--- config.mk ---
export PLATFORM = sky130hd
export DESIGN_NAME = ex_muldiv_seq_flat
export DESIGN_NICKNAME = d
export VERILOG_FILES = /design/src/rtl/ex_muldiv_seq_if.sv /design/src/rtl/ex_muldiv_seq.sv /design/src/flat_wrapper.sv
export SDC_FILE = /design/constraint.sdc
export NUM_CORES = 1
export LEC_CHECK = 0
export CAP_MARGIN = 20
export CORE_MARGIN = 4
export CORE_UTILIZATION = 54
export CTS_CLUSTER_SIZE = 12
export DETAILED_ROUTE_END_ITERATION = 6
export PLACE_DENSITY = 0.87
export RECOVER_POWER = 100
export SYNTH_ARGS = -nofsm -noshare
export SYNTH_HDL_FRONTEND = slang
export SYNTH_SLANG_ARGS = --single-unit
export TNS_END_PERCENT = 30
--- constraint.sdc ---
create_clock -name clk -period 4.21 [get_ports clk]
set_input_delay 0.6315 -clock clk [delete_from_list [all_inputs] [get_ports clk]]
set_output_delay 0.6315 -clock clk [all_outputs]
set_load 0.02 [all_outputs]
--- src/rtl/ex_muldiv_seq_if.sv ---
// EX-stage <-> multiply/divide sequencer bundle: request, flush, stall and HI/LO result.
interface ex_muldiv_seq_if #(
  parameter int WIDTH = 32
);
  logic             start_i;
  logic [1:0]       op_i;
  logic [WIDTH-1:0] a_i;
  logic [WIDTH-1:0] b_i;
  logic             flush_i;
  logic             stall_o;
  logic             busy_o;
  logic             done_o;
  logic [WIDTH-1:0] hi_o;
  logic [WIDTH-1:0] lo_o;
  logic             div0_o;

  modport master (
    output start_i, op_i, a_i, b_i, flush_i,
    input  stall_o, busy_o, done_o, hi_o, lo_o, div0_o
  );

  modport slave (
    input  start_i, op_i, a_i, b_i, flush_i,
    output stall_o, busy_o, done_o, hi_o, lo_o, div0_o
  );
endinterface

--- src/rtl/ex_muldiv_seq.sv ---
// Multi-cycle shift-add multiply / restoring divide beside the EX ALU.
// Optional MULDIV_EARLY_TERM_EN: multiplies leave RUN once the remaining multiplier bits are zero.
module ex_muldiv_seq #(
  parameter int WIDTH      = 32,
  parameter int ITER_CNT_W = 6
) (
  input  logic           clk,
  input  logic           rst_n,
  ex_muldiv_seq_if.slave bus
);
  typedef enum logic [2:0] {
    S_IDLE = 3'd0,
    S_PREP = 3'd1,
    S_RUN  = 3'd2,
    S_FIX  = 3'd3,
    S_DONE = 3'd4
  } state_e;

  localparam logic [ITER_CNT_W-1:0] LAST_ITER = ITER_CNT_W'(WIDTH - 1);
  localparam logic [ITER_CNT_W-1:0] ONE_CNT   = {{(ITER_CNT_W-1){1'b0}}, 1'b1};
  localparam logic [WIDTH-1:0]      ZERO_W    = {WIDTH{1'b0}};
  localparam logic [WIDTH-1:0]      ONES_W    = {WIDTH{1'b1}};
  localparam logic [WIDTH-1:0]      ONE_W     = {{(WIDTH-1){1'b0}}, 1'b1};
  localparam logic [2*WIDTH-1:0]    ONE_2W    = {{(2*WIDTH-1){1'b0}}, 1'b1};

  state_e                  state_q, state_d;
  logic [1:0]              op_q, op_d;
  logic [WIDTH-1:0]        a_q, a_d, b_q, b_d;
  logic [WIDTH:0]          acc_q, acc_d;
  logic [WIDTH-1:0]        mq_q, mq_d;
  logic [WIDTH-1:0]        dvs_q, dvs_d;
  logic [ITER_CNT_W-1:0]   cnt_q, cnt_d;
  logic                    res_neg_q, res_neg_d, rem_neg_q, rem_neg_d;
  logic [WIDTH-1:0]        hi_q, hi_d, lo_q, lo_d;
  logic                    div0_q, div0_d;

  logic                    is_div_s, is_sgn_s, run_last_s;
  logic [WIDTH:0]          mul_sum_s, div_rem_sh_s, div_trial_s;
  logic [2*WIDTH:0]        mul_shift_s;
  logic [2*WIDTH-1:0]      prod_raw_s, prod_s, prod_neg_s;

  function automatic logic [WIDTH-1:0] abs_val(input logic [WIDTH-1:0] v, input logic is_sgn);
    abs_val = (is_sgn && v[WIDTH-1]) ? (~v + ONE_W) : v;
  endfunction

  function automatic logic [WIDTH-1:0] neg_if(input logic [WIDTH-1:0] v, input logic neg);
    neg_if = neg ? (~v + ONE_W) : v;
  endfunction

  assign is_div_s     = op_q[1];
  assign is_sgn_s     = ~op_q[0];
  assign mul_sum_s    = mq_q[0] ? (acc_q + {1'b0, dvs_q}) : acc_q;
  assign mul_shift_s  = {mul_sum_s, mq_q} >> 1;
  assign div_rem_sh_s = {acc_q[WIDTH-1:0], mq_q[WIDTH-1]};
  assign div_trial_s  = div_rem_sh_s - {1'b0, dvs_q};
  assign prod_raw_s   = {acc_q[WIDTH-1:0], mq_q};

`ifdef MULDIV_EARLY_TERM_EN
  // Bits above the current iteration still hold unprocessed multiplier bits.
  assign run_last_s = (cnt_q == LAST_ITER) ||
                      (!is_div_s && (((mq_q >> 1) & (ONES_W >> (cnt_q + ONE_CNT))) == ZERO_W));
  assign prod_s     = prod_raw_s >> (ITER_CNT_W'(WIDTH) - cnt_q);
`else
  assign run_last_s = (cnt_q == LAST_ITER);
  assign prod_s     = prod_raw_s;
`endif

  assign prod_neg_s = res_neg_q ? (~prod_s + ONE_2W) : prod_s;

  // Next-state and datapath sequencing.
  always_comb begin
    state_d   = state_q;
    op_d      = op_q;
    a_d       = a_q;
    b_d       = b_q;
    acc_d     = acc_q;
    mq_d      = mq_q;
    dvs_d     = dvs_q;
    cnt_d     = cnt_q;
    res_neg_d = res_neg_q;
    rem_neg_d = rem_neg_q;
    hi_d      = hi_q;
    lo_d      = lo_q;
    div0_d    = div0_q;
    case (state_q)
      S_IDLE: begin
        if (bus.start_i && !bus.flush_i) begin
          op_d    = bus.op_i;
          a_d     = bus.a_i;
          b_d     = bus.b_i;
          div0_d  = 1'b0;
          state_d = S_PREP;
        end else begin
          state_d = S_IDLE;
        end
      end
      S_PREP: begin
        if (bus.flush_i) begin
          state_d = S_IDLE;
        end else begin
          if (is_div_s) begin
            mq_d  = abs_val(a_q, is_sgn_s);
            dvs_d = abs_val(b_q, is_sgn_s);
          end else begin
            mq_d  = abs_val(b_q, is_sgn_s);
            dvs_d = abs_val(a_q, is_sgn_s);
          end
          acc_d     = {(WIDTH+1){1'b0}};
          cnt_d     = {ITER_CNT_W{1'b0}};
          res_neg_d = is_sgn_s & (a_q[WIDTH-1] ^ b_q[WIDTH-1]);
          rem_neg_d = is_sgn_s & a_q[WIDTH-1];
          state_d   = S_RUN;
        end
      end
      S_RUN: begin
        if (bus.flush_i) begin
          state_d = S_IDLE;
        end else begin
          if (is_div_s) begin
            if (!div_trial_s[WIDTH]) begin
              acc_d = {1'b0, div_trial_s[WIDTH-1:0]};
              mq_d  = {mq_q[WIDTH-2:0], 1'b1};
            end else begin
              acc_d = div_rem_sh_s;
              mq_d  = {mq_q[WIDTH-2:0], 1'b0};
            end
          end else begin
            acc_d = mul_shift_s[2*WIDTH:WIDTH];
            mq_d  = mul_shift_s[WIDTH-1:0];
          end
          cnt_d   = cnt_q + ONE_CNT;
          state_d = run_last_s ? S_FIX : S_RUN;
        end
      end
      S_FIX: begin
        if (bus.flush_i) begin
          state_d = S_IDLE;
        end else begin
          if (is_div_s) begin
            if (b_q == ZERO_W) begin
              lo_d   = ONES_W;
              hi_d   = a_q;
              div0_d = 1'b1;
            end else begin
              lo_d   = neg_if(mq_q, res_neg_q);
              hi_d   = neg_if(acc_q[WIDTH-1:0], rem_neg_q);
              div0_d = 1'b0;
            end
          end else begin
            hi_d = prod_neg_s[2*WIDTH-1:WIDTH];
            lo_d = prod_neg_s[WIDTH-1:0];
          end
          state_d = S_DONE;
        end
      end
      S_DONE: begin
        state_d = S_IDLE;
      end
      default: begin
        state_d = S_IDLE;
      end
    endcase
  end

  // State and datapath registers with synchronous active-low reset.
  always_ff @(posedge clk) begin
    if (!rst_n) begin
      state_q   <= S_IDLE;
      op_q      <= 2'b00;
      a_q       <= ZERO_W;
      b_q       <= ZERO_W;
      acc_q     <= {(WIDTH+1){1'b0}};
      mq_q      <= ZERO_W;
      dvs_q     <= ZERO_W;
      cnt_q     <= {ITER_CNT_W{1'b0}};
      res_neg_q <= 1'b0;
      rem_neg_q <= 1'b0;
      hi_q      <= ZERO_W;
      lo_q      <= ZERO_W;
      div0_q    <= 1'b0;
    end else begin
      state_q   <= state_d;
      op_q      <= op_d;
      a_q       <= a_d;
      b_q       <= b_d;
      acc_q     <= acc_d;
      mq_q      <= mq_d;
      dvs_q     <= dvs_d;
      cnt_q     <= cnt_d;
      res_neg_q <= res_neg_d;
      rem_neg_q <= rem_neg_d;
      hi_q      <= hi_d;
      lo_q      <= lo_d;
      div0_q    <= div0_d;
    end
  end

  // Stall covers the accepting cycle so EX holds until the result is in DONE.
  assign bus.stall_o = ((state_q == S_IDLE) && bus.start_i) || (state_q == S_PREP) ||
                       (state_q == S_RUN) || (state_q == S_FIX);
  assign bus.busy_o  = (state_q != S_IDLE);
  assign bus.done_o  = (state_q == S_DONE);
  assign bus.hi_o    = hi_q;
  assign bus.lo_o    = lo_q;
  assign bus.div0_o  = div0_q;
endmodule

--- src/flat_wrapper.sv ---
// flat-port wrapper written by rule: the top's interface ports become plain ports
module ex_muldiv_seq_flat 
#(
  parameter int WIDTH      = 32,
  parameter int ITER_CNT_W = 6
)
  (clk, rst_n, bus_start_i, bus_op_i, bus_a_i, bus_b_i, bus_flush_i, bus_stall_o, bus_busy_o, bus_done_o, bus_hi_o, bus_lo_o, bus_div0_o);
  ex_muldiv_seq_if #(.WIDTH(WIDTH)) bus_i ();
  input  logic clk;
  input  logic rst_n;
  input wire logic [$bits(bus_i.start_i)-1:0] bus_start_i;
  input wire logic [$bits(bus_i.op_i)-1:0] bus_op_i;
  input wire logic [$bits(bus_i.a_i)-1:0] bus_a_i;
  input wire logic [$bits(bus_i.b_i)-1:0] bus_b_i;
  input wire logic [$bits(bus_i.flush_i)-1:0] bus_flush_i;
  output wire logic [$bits(bus_i.stall_o)-1:0] bus_stall_o;
  output wire logic [$bits(bus_i.busy_o)-1:0] bus_busy_o;
  output wire logic [$bits(bus_i.done_o)-1:0] bus_done_o;
  output wire logic [$bits(bus_i.hi_o)-1:0] bus_hi_o;
  output wire logic [$bits(bus_i.lo_o)-1:0] bus_lo_o;
  output wire logic [$bits(bus_i.div0_o)-1:0] bus_div0_o;
  assign bus_i.start_i = bus_start_i;
  assign bus_i.op_i = bus_op_i;
  assign bus_i.a_i = bus_a_i;
  assign bus_i.b_i = bus_b_i;
  assign bus_i.flush_i = bus_flush_i;
  assign bus_stall_o = bus_i.stall_o;
  assign bus_busy_o = bus_i.busy_o;
  assign bus_done_o = bus_i.done_o;
  assign bus_hi_o = bus_i.hi_o;
  assign bus_lo_o = bus_i.lo_o;
  assign bus_div0_o = bus_i.div0_o;
  ex_muldiv_seq #(.WIDTH(WIDTH), .ITER_CNT_W(ITER_CNT_W)) u_core (.clk(clk), .rst_n(rst_n), .bus(bus_i));
endmodule
==> results by group, run 1 <==
Global routing
  – First-pass GRT wire length: 101 mm
  – Largest net degree at the start of global routing: 85
  – Vias in the first global route: 18100
  – GRT Total Usage: 34.8%
  – Total grt overflow: 0
  – Initial antenna violation count: 4

Detailed routing
  – Routed vias/inst: 6.48
  – Routed vias: 19100
  – TritonRoute pass-1 iters: 6
  – Initial drt markers: 2369
  – Routed Antenna Nets: 0
  – Final WL: 66.0 mm
  – # DRC: 0
  – WL per Instance: 22.4 um

Critical path
  – Critical path's slowest cell: or4b_2
  – R2r setup slk: 80 ps
  – Critical-path cell list: inv_1 -> ha_1 -> a21oi_1 -> a21oi_1 -> or4b_2 -> o211ai_1 -> a21oi_1 -> a21o_1 -> a21o_1 -> ha_1 -> buf_4 -> nand4_1 -> mux2_2 -> a32o_1
  – Max incr delay on CP: 650 ps
  – Worst Reg-to-Reg Cells: 14
  – Critical path buffers and inverters: 2
  – CP required: 4650 ps
  – CP most frequent cell: a21oi_1
  – Critical R2R Capture: u_core.acc_q[29]
  – Worst EP arrival: 4570 ps
  – Delay-heaviest family, CP: compound AO/OA/AOI/OAI gates
  – Worst setup path class: reg -> reg
  – Startpoint Class: flip-flop
  – Critical path fanouts, max: 11
  – R2R Path Start: u_core.dvs_q[22]
  – Crit. End Element: flip-flop

Clock tree
  – CTS Buf Count: 27
  – Worst-path clk slew: 60 ps
  – H-tree depth: 1
  – CTS tree: yes
  – Hold buffers post-CTS: 0
  – Clk Latency, worst-skew pair: 560 ps
  – Longest Clk Path Bufs: 3
  – CTS sink cnt: 239
  – Clock Tree Root: clkbuf_16

Power and ir drop
  – Power Density: 287 mW/mm2
  – Static leakage: 8.49 nW
  – VDD IR max: 0.000329 V

Min path
  – WHS Endpoint: u_core.bus.hi_o[8]
  – Worst hold path startpoint: u_core.bus.hi_o[8]
  – HP Class: reg -> reg
  – Hold path cells: 2

Synth
  – Top cell type's share of synthesized area: 26.5%
  – EDFF count, synth: 0
  – Post-synth top cells: 319 x nand2_1, 239 x dfxtp_1, 216 x a21oi_1
  – Mapped Nets: 2571
  – Synth area leaders: dfxtp_1 27%, nand2_1 6.6%, a21oi_1 6.0%
  – Synth warn: 0
  – Top-count cell post-synth: nand2_1
  – Cell variety after synth: 82
  – Synth Register Bits: 239
  – Sequential-to-total area share from yosys stat: 26.5%
  – Post-synth top area cell: dfxtp_1
  – FFs w/ async S/R, synth: 0%
  – Main synth FF type: dfxtp_1
  – Cell area after synthesis: 0.0181 mm2
  – Post-Syn Instances: 2428
  – Mean Syn Cell Area: 7.44 um2

Timing
  – Fin crit share: 98.0%
  – Tmin final: 4130 ps
  – Fin. max-slew vios: 107
  – Achievable Freq: 242 MHz
  – Final setup vio count: 0
  – Fin. Hold Viols: 0
  – Worst slew margin: -64.4%
  – Clock Skew: 12.6 ps
  – RSZ-0062 raised after global routing: false
  – Setup TNS: 0 ps
  – Worst-Margin Slew: 2470 ps

Placed design
  – DP Wirelength: 49.0 mm
  – RePlAce Congestion: 1.02
  – Buffers on Ports: 137

Finish
  – Total Nets Final: 2633
  – Fin util: 63.1%
  – Area delta synth->final: 14.5%
  – Layout cells sized above 1: 6.26%
  – Antenna Diode Count: 0

Floorplan
  – Ports: 138
  – Die H: 191 um
  – CORE AREA: 0.0328 mm2
  – Initial Util: 55.1%
  – Total die area: 0.0364 mm2
  – Die X: 191 um
  – Standard-cell rows: 66

Run status
  – Status: finished with violations
  – Failing checks: max-capacitance violations, max-slew violations

Flow run
  – Max Cap Viol: 2
==> power by group <==
group          internal (mW)  switching, mW  total, mW
sequential              2.31         0.0884       2.40
clock                   1.46          0.993       2.46
combinational          0.413          0.675       1.09
total                   4.19           1.76       5.94
==> cell usage in the layout, fill, tap and decap left out, types with 27 or more instances in the layout <==
| master | synthesis | layout |
|---|---|---|
| a211oi_1 | 53 | 53 |
| a21boi_0 | 77 | 79 |
| a21oi_1 | 216 | 216 |
| a31oi_1 | 27 | 27 |
| buf_4 | 0 | 71 |
| clkbuf_16 | 0 | 27 |
| clkdlybuf4s50_1 | 0 | 67 |
| dfxtp_1 | 239 | 237 |
| dlygate4sd3_1 | 0 | 69 |
| ha_1 | 71 | 71 |
| inv_1 | 67 | 67 |
| mux2i_1 | 48 | 48 |
| nand2_1 | 319 | 319 |
| nand3_1 | 41 | 42 |
| nor2_1 | 169 | 169 |
| nor2b_1 | 44 | 44 |
| nor3_1 | 47 | 49 |
| o211ai_1 | 35 | 35 |
| o21ai_0 | 210 | 218 |
| o31ai_1 | 31 | 31 |
| xnor2_1 | 98 | 98 |
| xor2_1 | 103 | 103 |
==> routing by layer <==
layer / global-route usage [%] / part of all wire [%] / up-vias
met5: 0 / 0.070 / -
met1: 46.3 / 40 / 8946
met3: 7.01 / 11 / 207
li1: - / - / 8793
met2: 55.2 / 44 / 1169
met4: 14.2 / 4.8 / 8
==> through the flow <==
stage / std cells / hold WS (ps) / power (mW) / worst slack, ps / cell area, um2
finish: 2951 / 460 / 5.94 / 83.5 / 20700
global placement: 2901 / 454 / 3.49 / 232 / 19800
CTS: 2950 / 464 / 5.94 / 130 / 20800
global route: 2951 / 474 / 6.13 / 15.3 / 20700
floorplan: 2428 / 447 / 3.16 / 20.7 / 18100
detailed placement: 2902 / 455 / 3.51 / 173 / 19900
==> state kept, by name, indices dropped and copies added, names as in the netlist <==
| signal | flops |
|---|---|
| u_core.a_q | 32 |
| u_core.acc_q | 33 |
| u_core.b_q | 32 |
| u_core.bus.div0_o | 1 |
| u_core.bus.hi_o | 32 |
| u_core.bus.lo_o | 32 |
| u_core.cnt_q | 6 |
| u_core.dvs_q | 32 |
| u_core.mq_q | 32 |
| u_core.op_q | 2 |
| u_core.rem_neg_q | 1 |
| u_core.res_neg_q | 1 |
| u_core.state_q | 3 |
==> area by class of cell <==
class | count | area [um2]
Fill cell | 2930 | 12100
Timing Repair Buffer | 217 | 1980
Inverter | 68 | 255
Clock buffer | 40 | 785
Multi-Input combinational cell | 1937 | 12200
Tap cell | 442 | 553
Sequential cell | 239 | 4790
Clock inverter | 8 | 120
==> timing repair <==
action / CTS / global route
setup buffers: 0 / 0
gates resized for setup: 0 / 1
endpoints found under the setup margin: 0 / 20
==> tightest hold or removal path: stages (launching register included) <==
cell and delay, ps:
dfxtp_1 310, nand3_1 60, o21ai_1 50
==> worst max path at each step <==
stage / from / endpoint / slack, ps / cells after the start
floorplan: u_core.dvs_q[19] / u_core.acc_q[15] / 20 / 17
global placement: u_core.dvs_q[19] / u_core.acc_q[29] / 230 / 15
detailed placement: u_core.dvs_q[19] / u_core.acc_q[29] / 170 / 15
CTS: u_core.dvs_q[19] / u_core.acc_q[29] / 130 / 15
global route: u_core.dvs_q[19] / u_core.acc_q[29] / 20 / 15
finish: u_core.dvs_q[22] / u_core.acc_q[29] / 80 / 14
==> logic make-up after synthesis <==
group	count (synthesis)	share of synthesized area (%)
flip-flops	239	26.5
buffers and inverters	252	5.69
adder cells (fa/ha/maj)	73	5.14
AND/OR/NAND/NOR	782	20.9
multiplexers	57	3.22
XOR/XNOR	201	9.75
AO/OA/AOI/OAI	824	28.8
Note: power is estimated with default switching activity, not from simulation.
==> inputs of run 2 (changes only) <==
Settings changed: TNS_END_PERCENT 30 to not set.
==> results of run 2 <==
Same layout as run 1: the final DEF is identical, and so are final timing and power.
